[src/rtl/ex_muldiv_pkg.sv]
// rtl/ex_muldiv_pkg.sv - shared op/state encodings for the multiply/divide unit (MULDIV_SIGNED_EN adds FIXUP)
package ex_muldiv_pkg;

   localparam int ITER_COUNT    = 32;
   localparam int OP_DIV_BIT    = 0;
   localparam int OP_SIGNED_BIT = 1;

   typedef enum logic [1:0] {
      OP_MULTU = 2'b00,
      OP_DIVU  = 2'b01,
      OP_MULT  = 2'b10,
      OP_DIV   = 2'b11
   } op_t;

   typedef enum logic [1:0] {
      IDLE  = 2'd0,
      RUN   = 2'd1,
`ifdef MULDIV_SIGNED_EN
      FIXUP = 2'd2,
`endif
      DONE  = 2'd3
   } state_t;

endpackage

[src/rtl/ex_muldiv_iter.sv]
// rtl/ex_muldiv_iter.sv - one-bit-per-cycle shift-add multiply / restoring divide datapath
module ex_muldiv_iter #(
   parameter int W = 32
) (
   input  logic           clk,
   input  logic           reset_n,
   input  logic           load,
   input  logic           step,
   input  logic           is_div,
   input  logic [W-1:0]   a,
   input  logic [W-1:0]   b,
   output logic [2*W-1:0] acc,
   output logic [2*W-1:0] acc_nxt
);

   logic [W-1:0] divr;
   logic [W:0]   sum;
   logic [W:0]   rem_sh;
   logic [W:0]   diff;

   // acc holds {partial product, multiplier} or {remainder, dividend/quotient}
   always_comb begin
      sum    = {1'b0, acc[2*W-1:W]} + (acc[0] ? {1'b0, divr} : {(W+1){1'b0}});
      rem_sh = acc[2*W-1:W-1];
      diff   = rem_sh - {1'b0, divr};
      if (!is_div)
         acc_nxt = {sum, acc[W-1:1]};
      else if (diff[W])
         acc_nxt = {rem_sh[W-1:0], acc[W-2:0], 1'b0};
      else
         acc_nxt = {diff[W-1:0], acc[W-2:0], 1'b1};
   end

   always_ff @(posedge clk) begin
      if (!reset_n) begin
         acc  <= '0;
         divr <= '0;
      end else if (load) begin
         acc  <= {{W{1'b0}}, a};
         divr <= b;
      end else if (step) begin
         acc  <= acc_nxt;
      end
   end

endmodule

[src/rtl/ex_muldiv_ctrl.sv]
// rtl/ex_muldiv_ctrl.sv - multiply/divide control: FSM, counter, HI/LO; MULDIV_SIGNED_EN enables MULT/DIV
module ex_muldiv_ctrl
   import ex_muldiv_pkg::*;
#(
   parameter int DATA_W = 32
) (
   input  logic              Clk,
   input  logic              Reset_n,
   input  logic              Start_EX,
   input  logic [1:0]        Op_EX,
   input  logic [DATA_W-1:0] Operand_A_EX,
   input  logic [DATA_W-1:0] Operand_B_EX,
   input  logic              Mf_Req_EX,
   output logic              Busy_EX,
   output logic              Stall_EX,
   output logic              Done_EX,
   output logic              Div_By_Zero_EX,
   output logic [DATA_W-1:0] HI_EX,
   output logic [DATA_W-1:0] LO_EX
);

   localparam logic [5:0] LAST = 6'(ITER_COUNT - 1);

   state_t              state, state_nxt;
   logic [5:0]          count;
   logic                is_div, div_zero;
   logic                load, step, wr_res;
   logic [DATA_W-1:0]   opa, opb, hi_nxt, lo_nxt;
   logic [2*DATA_W-1:0] acc, acc_nxt;

`ifdef MULDIV_SIGNED_EN
   logic signed_req, op_signed, neg_lo, neg_hi;
   assign signed_req = Op_EX[OP_SIGNED_BIT];
   assign opa = (signed_req && Operand_A_EX[DATA_W-1]) ? -Operand_A_EX : Operand_A_EX;
   assign opb = (signed_req && Operand_B_EX[DATA_W-1]) ? -Operand_B_EX : Operand_B_EX;
`else
   logic unused_sig;
   assign unused_sig = Op_EX[OP_SIGNED_BIT] ^ (^acc);
   assign opa = Operand_A_EX;
   assign opb = Operand_B_EX;
`endif

   ex_muldiv_iter #(.W(DATA_W)) u_iter (
      .clk     (Clk),
      .reset_n (Reset_n),
      .load    (load),
      .step    (step),
      .is_div  (is_div),
      .a       (opa),
      .b       (opb),
      .acc     (acc),
      .acc_nxt (acc_nxt)
   );

   always_comb begin
      state_nxt = state;
      load      = 1'b0;
      step      = 1'b0;
      wr_res    = 1'b0;
      hi_nxt    = acc_nxt[2*DATA_W-1:DATA_W];
      lo_nxt    = acc_nxt[DATA_W-1:0];
      case (state)
         IDLE, DONE: begin
            load      = Start_EX;
            state_nxt = Start_EX ? RUN : IDLE;
         end
         RUN: begin
            step = 1'b1;
            if (count == LAST) begin
               state_nxt = DONE;
               wr_res    = 1'b1;
`ifdef MULDIV_SIGNED_EN
               if (op_signed) begin
                  state_nxt = FIXUP;
                  wr_res    = 1'b0;
               end
`endif
            end
         end
`ifdef MULDIV_SIGNED_EN
         FIXUP: begin
            wr_res    = 1'b1;
            state_nxt = DONE;
            if (is_div) begin
               hi_nxt = neg_hi ? -acc[2*DATA_W-1:DATA_W] : acc[2*DATA_W-1:DATA_W];
               lo_nxt = neg_lo ? -acc[DATA_W-1:0] : acc[DATA_W-1:0];
            end else begin
               {hi_nxt, lo_nxt} = neg_lo ? -acc : acc;
            end
         end
`endif
         default: state_nxt = IDLE;
      endcase
   end

   always_ff @(posedge Clk) begin
      if (!Reset_n) begin
         state    <= IDLE;
         count    <= '0;
         is_div   <= 1'b0;
         div_zero <= 1'b0;
         HI_EX    <= '0;
         LO_EX    <= '0;
`ifdef MULDIV_SIGNED_EN
         op_signed <= 1'b0;
         neg_lo    <= 1'b0;
         neg_hi    <= 1'b0;
`endif
      end else begin
         state <= state_nxt;
         if (load) begin
            count    <= '0;
            is_div   <= Op_EX[OP_DIV_BIT];
            div_zero <= Op_EX[OP_DIV_BIT] && (Operand_B_EX == '0);
`ifdef MULDIV_SIGNED_EN
            // a zero divisor keeps the all-ones quotient un-negated
            op_signed <= signed_req;
            neg_lo    <= signed_req && (Operand_A_EX[DATA_W-1] ^ Operand_B_EX[DATA_W-1])
                         && !(Op_EX[OP_DIV_BIT] && (Operand_B_EX == '0));
            neg_hi    <= signed_req && Operand_A_EX[DATA_W-1];
`endif
         end else if (step) begin
            count <= (count == LAST) ? '0 : count + 6'd1;
         end
         if (wr_res) begin
            HI_EX <= hi_nxt;
            LO_EX <= lo_nxt;
         end
      end
   end

   assign Busy_EX        = (state != IDLE) && (state != DONE);
   assign Stall_EX       = Busy_EX & (Start_EX | Mf_Req_EX);
   assign Done_EX        = (state == DONE);
   assign Div_By_Zero_EX = Done_EX & div_zero;

endmodule
[config.mk]
export PLATFORM = sky130hd
export DESIGN_NAME = ex_muldiv_ctrl
export DESIGN_NICKNAME = d
export VERILOG_FILES = /design/src/rtl/ex_muldiv_pkg.sv /design/src/rtl/ex_muldiv_iter.sv /design/src/rtl/ex_muldiv_ctrl.sv
export SDC_FILE = /design/constraint.sdc
export NUM_CORES = 1
export LEC_CHECK = 0
export ABC_AREA = 1
export BUFFER_PORTS_ARGS = -buffer_cell sky130_fd_sc_hd__buf_4
export CAP_MARGIN = 5
export CORE_ASPECT_RATIO = 0.5
export CORE_MARGIN = 2
export CORE_UTILIZATION = 57
export DETAILED_ROUTE_END_ITERATION = 7
export PLACE_DENSITY = 0.83
export SYNTH_ARGS = -nofsm -noshare
export SYNTH_HDL_FRONTEND = slang
export SYNTH_HIERARCHICAL = 1
export SYNTH_SLANG_ARGS = --single-unit
[constraint.sdc]
create_clock -name Clk -period 3.3 [get_ports Clk]
set_input_delay 0.495 -clock Clk [delete_from_list [all_inputs] [get_ports Clk]]
set_output_delay 0.495 -clock Clk [all_outputs]
set_load 0.02 [all_outputs]
==> qor.yml, run 1 <==
timing:
  whs_ns: 0.302
  setup_viol: 0
  min_period_over_period: 0.898
  rsz0062_at_grt: "false"
  slew_headroom: 0.286
  tightest_slew_ns: 1.07
  hold_viol_final: 0
  tns_ns: 0
  slew_violations: 0
  skew_ns: 0.0109
  fmax_mhz: 337
  min_period_ns: 2.96
floorplan:
  rows: 38
  die_w_um: 213
  dieArea_um2: 23200
  dieHeight_um: 109
  initial_core_util: 0.579
  core_um2: 21600
  ioPinCount: 138
worst_setup_path:
  crit_type: "reg2reg"
  start_kind: "flop"
  arrival_ns: 3.31
  crit_fanout: 29
  crit_path_end_kind: "flop"
  required_ns: 3.65
power_and_ir_drop:
  swShare: 0.414
  power.total_mw: 7.01
  p_int_mw: 4.11
  power_density_nw_per_um2: 494
  p_leak_nw: 7.55
  clkPwrFrac: 0.286
  ir_drop_mv: 0.294
  p_comb_frac: 0.388
  p_switching_mw: 2.90
  seqPwrFrac: 0.326
routing:
  drt_wl_total_um: 37400
  vias_per_cell: 5.34
  drt_iter0_drc: 1503
  avgRoutedWirePerCell_um: 14.7
  vias: 13600
  ant_nets: 0
  first_pass_iters: 8
  route.detailed.drc: 0
finish:
  num_antenna_cells: 0
  num-fill-cells: 2156
  area_delta_synth_final_pct: 13.7
  fin_nets: 2373
  drive_gt1_frac: 0.0926
  finish.utilization: 0.658
  instances_no_fill: 2546
clocking:
  cts_buffers: 17
  clock_sinks: 170
  path_clk_slew_ns: 0.07
  cts_tree: "yes"
  cts_setup_buffers: 0
  clkLatencyLatePin_ns: 0.45
  clockBufferDepth: 2
  cts-htree-levels: 4
  root_buffer: "clkbuf_16"
yosys:
  seq_area_frac_synth: 0.272
  synthFlopType: "dfxtp_1"
  yosys_warnings: 6
  ys_types: 38
  synth_nets: 2276
  ys_seq_elements: 170
  synth_cells: 2136
  syn-cell-area_um2: 12500
  async_flop_share: 0
  synth_edf_count: 0
  avgSynthCellArea_um2: 5.85
worst_hold_path:
  hold_class: "in2reg"
flow_run:
  drv_cap: 0
global_routing:
  grt_pass1_wl_um: 59700
  track_usage: 0.328
  grt_pass1_vias: 11900
  grt-ovfl-total: 0
  grt_start_max_net_pins: 78
  antenna_found_initial: 0
place:
  place_congestion: 0.972
  dpl.cell_count: 2514
  portBuffers: 136
  dpl.hpwl_um: 28700
status:
  status: "finished, final reports clean"
==> kinds of logic (layout without fill, tap and decap cells) <==
kind of cell | after synthesis | in the layout | share of synthesized area
simple gates | 1138 | 1138 | 0.368
buf+inv | 403 | 513 | 0.132
compound gates | 334 | 334 | 0.142
flops | 170 | 170 | 0.272
fa+ha+maj | 70 | 70 | 0.0713
xor+xnor | 21 | 21 | 0.0147
==> area by class of cell <==
| class | instances | area [µm²] | area share |
|---|---|---|---|
| Clock inverter | 13 | 133 | 0.00934 |
| Timing Repair Buffer | 151 | 1160 | 0.0816 |
| Clock buffer | 19 | 433 | 0.0305 |
| Multi-Input combinational cell | 1563 | 7460 | 0.525 |
| Tap cell | 300 | 375 | 0.0264 |
| Inverter | 330 | 1240 | 0.0873 |
| Sequential cell | 170 | 3400 | 0.240 |
==> sequential cells by signal (all words and copies together), names as in the netlist <==
name         cells
is_div           1
LO_EX           32
state            2
div_zero         1
u_iter/divr     32
u_iter/acc      64
count            6
HI_EX           32
==> critical path: stages, from the launching register on <==
cell     delay [ns]
dfxtp_1        0.33
inv_1          0.07
ha_1           0.23
fa_1           0.41
inv_1          0.09
nand2_1        0.05
nand2_1        0.07
nand3_1        0.08
nand2_2        0.15
nand2_1        0.08
nand2_2        0.11
nand2_2        0.09
nand3_1        0.18
nand2_8        0.17
nand2_2        0.26
nand2_1        0.08
nand2_1        0.13
nand2_1        0.07
o21ai_1        0.13
nor2_1         0.05
==> power groups by stage <==
stage / registers (mW) / logic [mW] / clock network (mW)
after CTS: 2.28 / 2.65 / 2.02
after floorplan: 2.29 / 2.01 / 0
after global placement: 2.33 / 2.60 / 0
after detailed placement: 2.33 / 2.63 / 0
after global routing: 2.30 / 3.04 / 2.11
final: 2.29 / 2.72 / 2.01
==> per-layer routing <==
metal | up-vias | wire length, µm | track usage
met4 | 0 | 1020 | 0.115
met1 | 6081 | 16600 | 0.434
met2 | 565 | 16200 | 0.530
met3 | 72 | 3470 | 0.0743
li1 | 6887 | - | -
met5 | - | 0 | 0
==> cell usage in the layout (no fill, tap or decap), drive strengths merged <==
cell type	Yosys	routed
a21o	6	6
a21oi	128	128
a22oi	1	1
a31oi	31	31
and2	3	3
buf	22	151
bufinv	0	1
clkbuf	51	19
clkinv	4	7
clkinvlp	0	3
dfxtp	170	170
fa	2	2
ha	68	68
inv	326	332
nand2	689	689
nand3	133	133
nand3b	7	7
nand4	13	13
nor2	285	285
nor3	4	4
nor3b	1	1
nor4	3	3
o211ai	1	1
o21a	2	2
o21ai	154	154
o21bai	10	10
o221a	1	1
xnor2	13	13
xor2	8	8
==> repair_timing <==
action	CTS	global route
endpoints found under the setup margin	0	1
endpoints found under the hold margin	0	0
gates resized for setup	0	1
hold buffers	0	0
==> Yosys cell counts, drive strengths merged (10+ instances only) <==
cell type    n  area [µm²]
nand4       13        81.3
dfxtp      170        3400
nand3      133         691
ha          68         851
buf         22         214
a31oi       31         194
clkbuf      51         191
nand2      689        2620
o21bai      10        75.1
o21ai      154         771
a21oi      128         644
xnor2       13         114
inv        326        1220
nor2       285        1090
==> worst paths after layout <==
path | end | depth (start not counted) | slack (ns) | startpoint
worst min-delay path | u_iter/divr[0] | 3 | 0.30 | Operand_B_EX[0]
worst max-delay path | HI_EX[28] | 19 | 0.34 | u_iter/acc[31]
worst min register to register | u_iter/divr[16] | 2 | 0.48 | u_iter/divr[16]
worst max register to register | HI_EX[28] | 19 | 0.34 | u_iter/acc[31]
==> metrics by stage <==
stage	area (µm²)	worst slack, ns
2_1_floorplan	12500	0.963
3_3_place_gp	13600	0.450
3_5_place_dp	13600	0.353
4_1_cts	14200	0.318
5_1_grt	14200	0.0683
6_report	14200	0.335
No activity file was read; power rests on OpenSTA's default activity.
==> inputs of run 2 (changes only) <==
ABC_CLOCK_PERIOD_IN_PS = 3300   (was not set)
CORE_ASPECT_RATIO = 1.1   (was 0.5)
MAX_ROUTING_LAYER = met4   (was not set)
==> qor.yml, run 2 (synthesis gave the netlist of run 1 again) <==
floorplan:
  core_um2: 21400
  initial_core_util: 0.583
  dieArea_um2: 23100
  ioPinCount: 138
  die_w_um: 145
  dieHeight_um: 159
  rows: 56
worst_setup_path:
  crit_path_end_kind: "flop"
  required_ns: 3.63
  crit_type: "reg2reg"
  start_kind: "flop"
  crit_path_max_incr_delay_ns: 0.42
  crit_top_cell: "nand2_1"
  path_delay_family: "simple AND/OR/NAND/NOR gates"
  cp_num_buf_inv: 3
  cp_slowest_cell: "fa_1"
  crit_fanout: 23
  worstPathCellList: "inv_1 -> ha_1 -> fa_1 -> inv_1 -> nand2_1 -> nand2_1 -> nand3_1 -> nand2_2 -> nand2_1 -> nand2_2 -> nand2_2 -> nand2_2 -> nand2_1 -> nand2_4 -> buf_12 -> nand2_1 -> nand3_2 -> nand2_1 -> o21ai_1 -> nor2_1"
  arrival_ns: 3.26
place:
  place_congestion: 1.04
  portBuffers: 136
  dpl.hpwl_um: 31500
  postPlaceCellArea_um2: 13700
power_and_ir_drop:
  p_leak_nw: 7.61
  power_density_nw_per_um2: 507
  power.total_mw: 7.24
  ir_drop_mv: 0.377
clocking:
  cts_setup_buffers: 0
  root_buffer: "clkbuf_16"
  clock_sinks: 170
  path_clk_slew_ns: 0.08
  cts_tree: "yes"
  clkLatencyLatePin_ns: 0.45
  clockBufferDepth: 2
  cts_buffers: 17
  cts.repair.resized: 0
  cts_hold_buffers: 0
  cts-htree-levels: 4
routing:
  first_pass_iters: 8
  vias_per_cell: 5.45
  drt_iter0_drc: 1139
  ant_nets: 0
  vias: 13800
  avgRoutedWirePerCell_um: 16.0
  drt_wl_total_um: 40600
  route.detailed.drc: 0
status:
  status: "finished, final reports clean"
finish:
  num-fill-cells: 2088
  area_delta_synth_final_pct: 14.3
  num_antenna_cells: 0
  fin_nets: 2378
  stdcell_area_um2: 14300
  largest_register_ffs: 64
  top_register: "u_iter/acc"
  final_cell_mix: "680 x nand2_1, 325 x inv_1, 277 x nor2_1, 169 x dfxtp_1, 153 x buf_4"
  final_common_cell: "nand2_1"
  drive_gt1_frac: 0.0955
timing:
  skew_ns: 0.0172
  rsz0062_at_grt: "false"
  setup_viol: 0
  whs_ns: 0.334
  hold_viol_final: 0
  fmax_mhz: 341
  tns_ns: 0
  slew_headroom: 0.320
  min_period_over_period: 0.888
  min_period_ns: 2.93
  tightest_slew_ns: 1.02
  slew_violations: 0
global_routing:
  grt_start_max_net_pins: 66
  track_usage: 0.360
  grt-ovfl-total: 0
  grt_pass1_wl_um: 65400
  grt_pass1_vias: 12900
  antenna_found_initial: 0
flow_run:
  drv_cap: 0
worst_hold_path:
  hold_class: "in2reg"
-- run 2: cell types whose count changed in the layout (fill, tap and decap cells not counted), moves of 2 or more --
cell and change:
clkbuf_1 -2, inv_6 -3, clkinv_8 +6, inv_8 +2
buf_4 +4, clkinvlp_4 -3
-- run 2: worst paths after layout --
check	startpoint	end	slack, ns	depth (start not counted)
worst max-delay path	u_iter/acc[31]	HI_EX[16]	0.37	20
worst min-delay path	Operand_A_EX[17]	u_iter/acc[17]	0.33	3
worst max register to register	u_iter/acc[31]	HI_EX[16]	0.37	20
worst min register to register	u_iter/divr[29]	u_iter/divr[29]	0.48	2
-- run 2: layer usage --
layer,vias to the layer above,global-route usage,part of all wire
met3,125,0.0364,0.057
met2,523,0.608,0.48
met1,6272,0.433,0.42
met5,-,-,0
met4,0,0.171,0.048
li1,6916,-,-
-- run 2: worst register-to-register path: stages (launching register included) --
cell,delay [ns]
dfxtp_1,0.34
inv_1,0.10
ha_1,0.27
fa_1,0.43
inv_1,0.10
nand2_1,0.05
nand2_1,0.07
nand3_1,0.08
nand2_2,0.13
nand2_1,0.08
nand2_2,0.09
nand2_2,0.08
nand2_2,0.07
nand2_1,0.08
nand2_4,0.16
buf_12,0.19
nand2_1,0.09
nand3_2,0.08
nand2_1,0.11
o21ai_1,0.17
nor2_1,0.06
-- run 2: where the power goes --
| group | internal (mW) | switching, mW | leakage, nW | total (mW) |
|---|---|---|---|---|
| sequential | 2.18 | 0.124 | 1.39 | 2.30 |
| combinational | 0.902 | 1.92 | 5.93 | 2.83 |
| clock | 1.04 | 1.07 | 0.299 | 2.11 |
| total | 4.12 | 3.12 | 7.61 | 7.24 |
-- run 2: layout make-up --
| cell class | instances | area, µm² | share of cell area |
|---|---|---|---|
| flip-flops and latches | 170 | 3400 | 0.238 |
| well taps | 290 | 363 | 0.0254 |
| repair buffers | 156 | 1210 | 0.0846 |
| clock inverters | 15 | 194 | 0.0136 |
| multi-input cells | 1563 | 7450 | 0.521 |
| inverters | 330 | 1240 | 0.0868 |
| clock buffers | 17 | 425 | 0.0298 |
-- run 2: through the flow --
| step | worst slack [ns] | util | std cells |
|---|---|---|---|
| detailed placement | 0.450 | 0.637 | 2509 |
| global route | 0.148 | 0.666 | 2541 |
| floorplan | 0.963 | - | 2136 |
| finish | 0.370 | 0.666 | 2541 |
| global placement | 0.476 | 0.637 | 2509 |
| CTS | 0.403 | 0.666 | 2541 |
==> inputs of run 3 (changes only) <==
CORE_UTILIZATION = 35   (was 57)
PLACE_DENSITY = 0.57   (was 0.83)
==> qor.yml, run 3 (synthesis gave the netlist of run 1 again) <==
timing:
  rsz0062_at_grt: "false"
  slew_violations: 0
  slew_headroom: 0.269
  hold_viol_final: 0
  tightest_slew_ns: 1.10
  setup_viol: 0
  tns_ns: 0
  min_period_ns: 2.91
  fmax_mhz: 343
  min_period_over_period: 0.883
  whs_ns: 0.312
  skew_ns: 0.00883
clocking:
  cts_buffers: 17
  cts-htree-levels: 4
  cts.repair.resized: 0
  cts_setup_buffers: 0
  cts_tree: "yes"
  clockBufferDepth: 2
  clock_sinks: 170
  clkLatencyLatePin_ns: 0.45
  root_buffer: "clkbuf_16"
  cts_hold_buffers: 0
  path_clk_slew_ns: 0.07
routing:
  route.detailed.drc: 0
  avgRoutedWirePerCell_um: 15.8
  wl_met1_um: 18300
  vias: 13300
  drt_iter0_drc: 1007
  first_pass_iters: 6
  wl_met3_um: 1920
  vias_per_cell: 4.93
  ant_nets: 0
  drt_wl_total_um: 42500
  dr_wl_met2_um: 20900
  routed.top_layer: "met4"
worst_setup_path:
  crit_path_end_kind: "flop"
  rr_endpoint: "HI_EX[4]"
  required_ns: 3.64
  crit_fanout: 25
  crit_type: "reg2reg"
  r2r_start: "u_iter/acc[31]"
  r2r_cells: 20
  arrival_ns: 3.26
  r2r_slack_ns: 0.39
  start_kind: "flop"
finish:
  finish.utilization: 0.411
  instances_no_fill: 2693
  largest_register_ffs: 64
  num-fill-cells: 3905
  stdcell_area_um2: 14400
  final_cell_mix: "680 x nand2_1, 325 x inv_1, 277 x nor2_1, 169 x dfxtp_1, 151 x buf_4"
  num_antenna_cells: 0
  top_register: "u_iter/acc"
  fin_nets: 2376
  drive_gt1_frac: 0.0943
  final_common_cell: "nand2_1"
  area_delta_synth_final_pct: 15.7
place:
  portBuffers: 136
  postPlaceCellArea_um2: 13800
  dpl.cell_count: 2661
  dpl.hpwl_um: 33700
  place_congestion: 0.932
status:
  status: "finished, final reports clean"
worst_hold_path:
  hold_class: "in2reg"
  min_path_cells: 3
  min_to: "u_iter/divr[0]"
  hp-start: "Operand_B_EX[0]"
power_and_ir_drop:
  ir_drop_mv: 0.360
  p_leak_nw: 7.59
  power_density_nw_per_um2: 498
global_routing:
  grt_pass1_vias: 12500
  grt_start_max_net_pins: 78
  antenna_found_initial: 0
  grt-ovfl-total: 0
  grt_pass1_wl_um: 66600
  track_usage: 0.237
floorplan:
  core_um2: 35100
  rows: 72
  dieHeight_um: 202
  ioPinCount: 138
  die_w_um: 184
  dieArea_um2: 37200
  initial_core_util: 0.356
flow_run:
  drv_cap: 0
[run 3: metal layers]
metal / vias up / track usage
met3: 68 / 0.0234
met5: - / -
met4: 0 / 0.0906
li1: 6895 / -
met2: 397 / 0.410
met1: 5922 / 0.282
[run 3: where the power goes]
| group | leakage (nW) | total, mW | switching, mW | internal [mW] |
|---|---|---|---|---|
| logic | 5.91 | 2.77 | 1.88 | 0.892 |
| clock network | 0.292 | 2.13 | 0.980 | 1.15 |
| registers | 1.39 | 2.30 | 0.124 | 2.18 |
| total | 7.59 | 7.20 | 2.98 | 4.22 |
[run 3: cell type report]
| class | instances | area (µm²) | area share |
|---|---|---|---|
| clock buffer | 18 | 429 | 0.0297 |
| clock inverter | 14 | 176 | 0.0122 |
| inverter | 330 | 1240 | 0.0858 |
| multi-input combinational | 1563 | 7450 | 0.516 |
| sequential | 170 | 3400 | 0.236 |
| tap | 444 | 556 | 0.0385 |
| timing repair buffer | 154 | 1190 | 0.0826 |
[run 3: worst max-delay path by stage]
stage	to	cells after the start	start
after global routing	HI_EX[4]	20	u_iter/acc[31]
after CTS	HI_EX[4]	20	u_iter/acc[31]
final	HI_EX[4]	20	u_iter/acc[31]
after detailed placement	HI_EX[19]	20	u_iter/acc[31]
after global placement	HI_EX[19]	20	u_iter/acc[31]
after floorplan	HI_EX[4]	20	u_iter/acc[31]
[run 3: through the flow]
stage	setup slack [ns]	power, mW
3_3_place_gp	0.453	5.07
4_1_cts	0.390	7.24
2_1_floorplan	0.963	4.31
6_report	0.385	7.20
3_5_place_dp	0.418	5.09
5_1_grt	0.116	7.68
[run 3: worst max-delay path, stage by stage, from the launching register on]
cell and delay, ns:
dfxtp_1 0.33, inv_1 0.08, ha_1 0.25, fa_1 0.40, inv_1 0.09, nand2_1 0.05, nand2_1 0.08, nand3_1 0.09
nand2_2 0.13, nand2_1 0.07, nand2_2 0.11, nand2_2 0.09, nand2_2 0.07, nand2_1 0.08, nand2_4 0.14, buf_12 0.19
nand2_1 0.07, nand3_1 0.11, nand2_1 0.10, o21ai_0 0.21, nor2_1 0.05
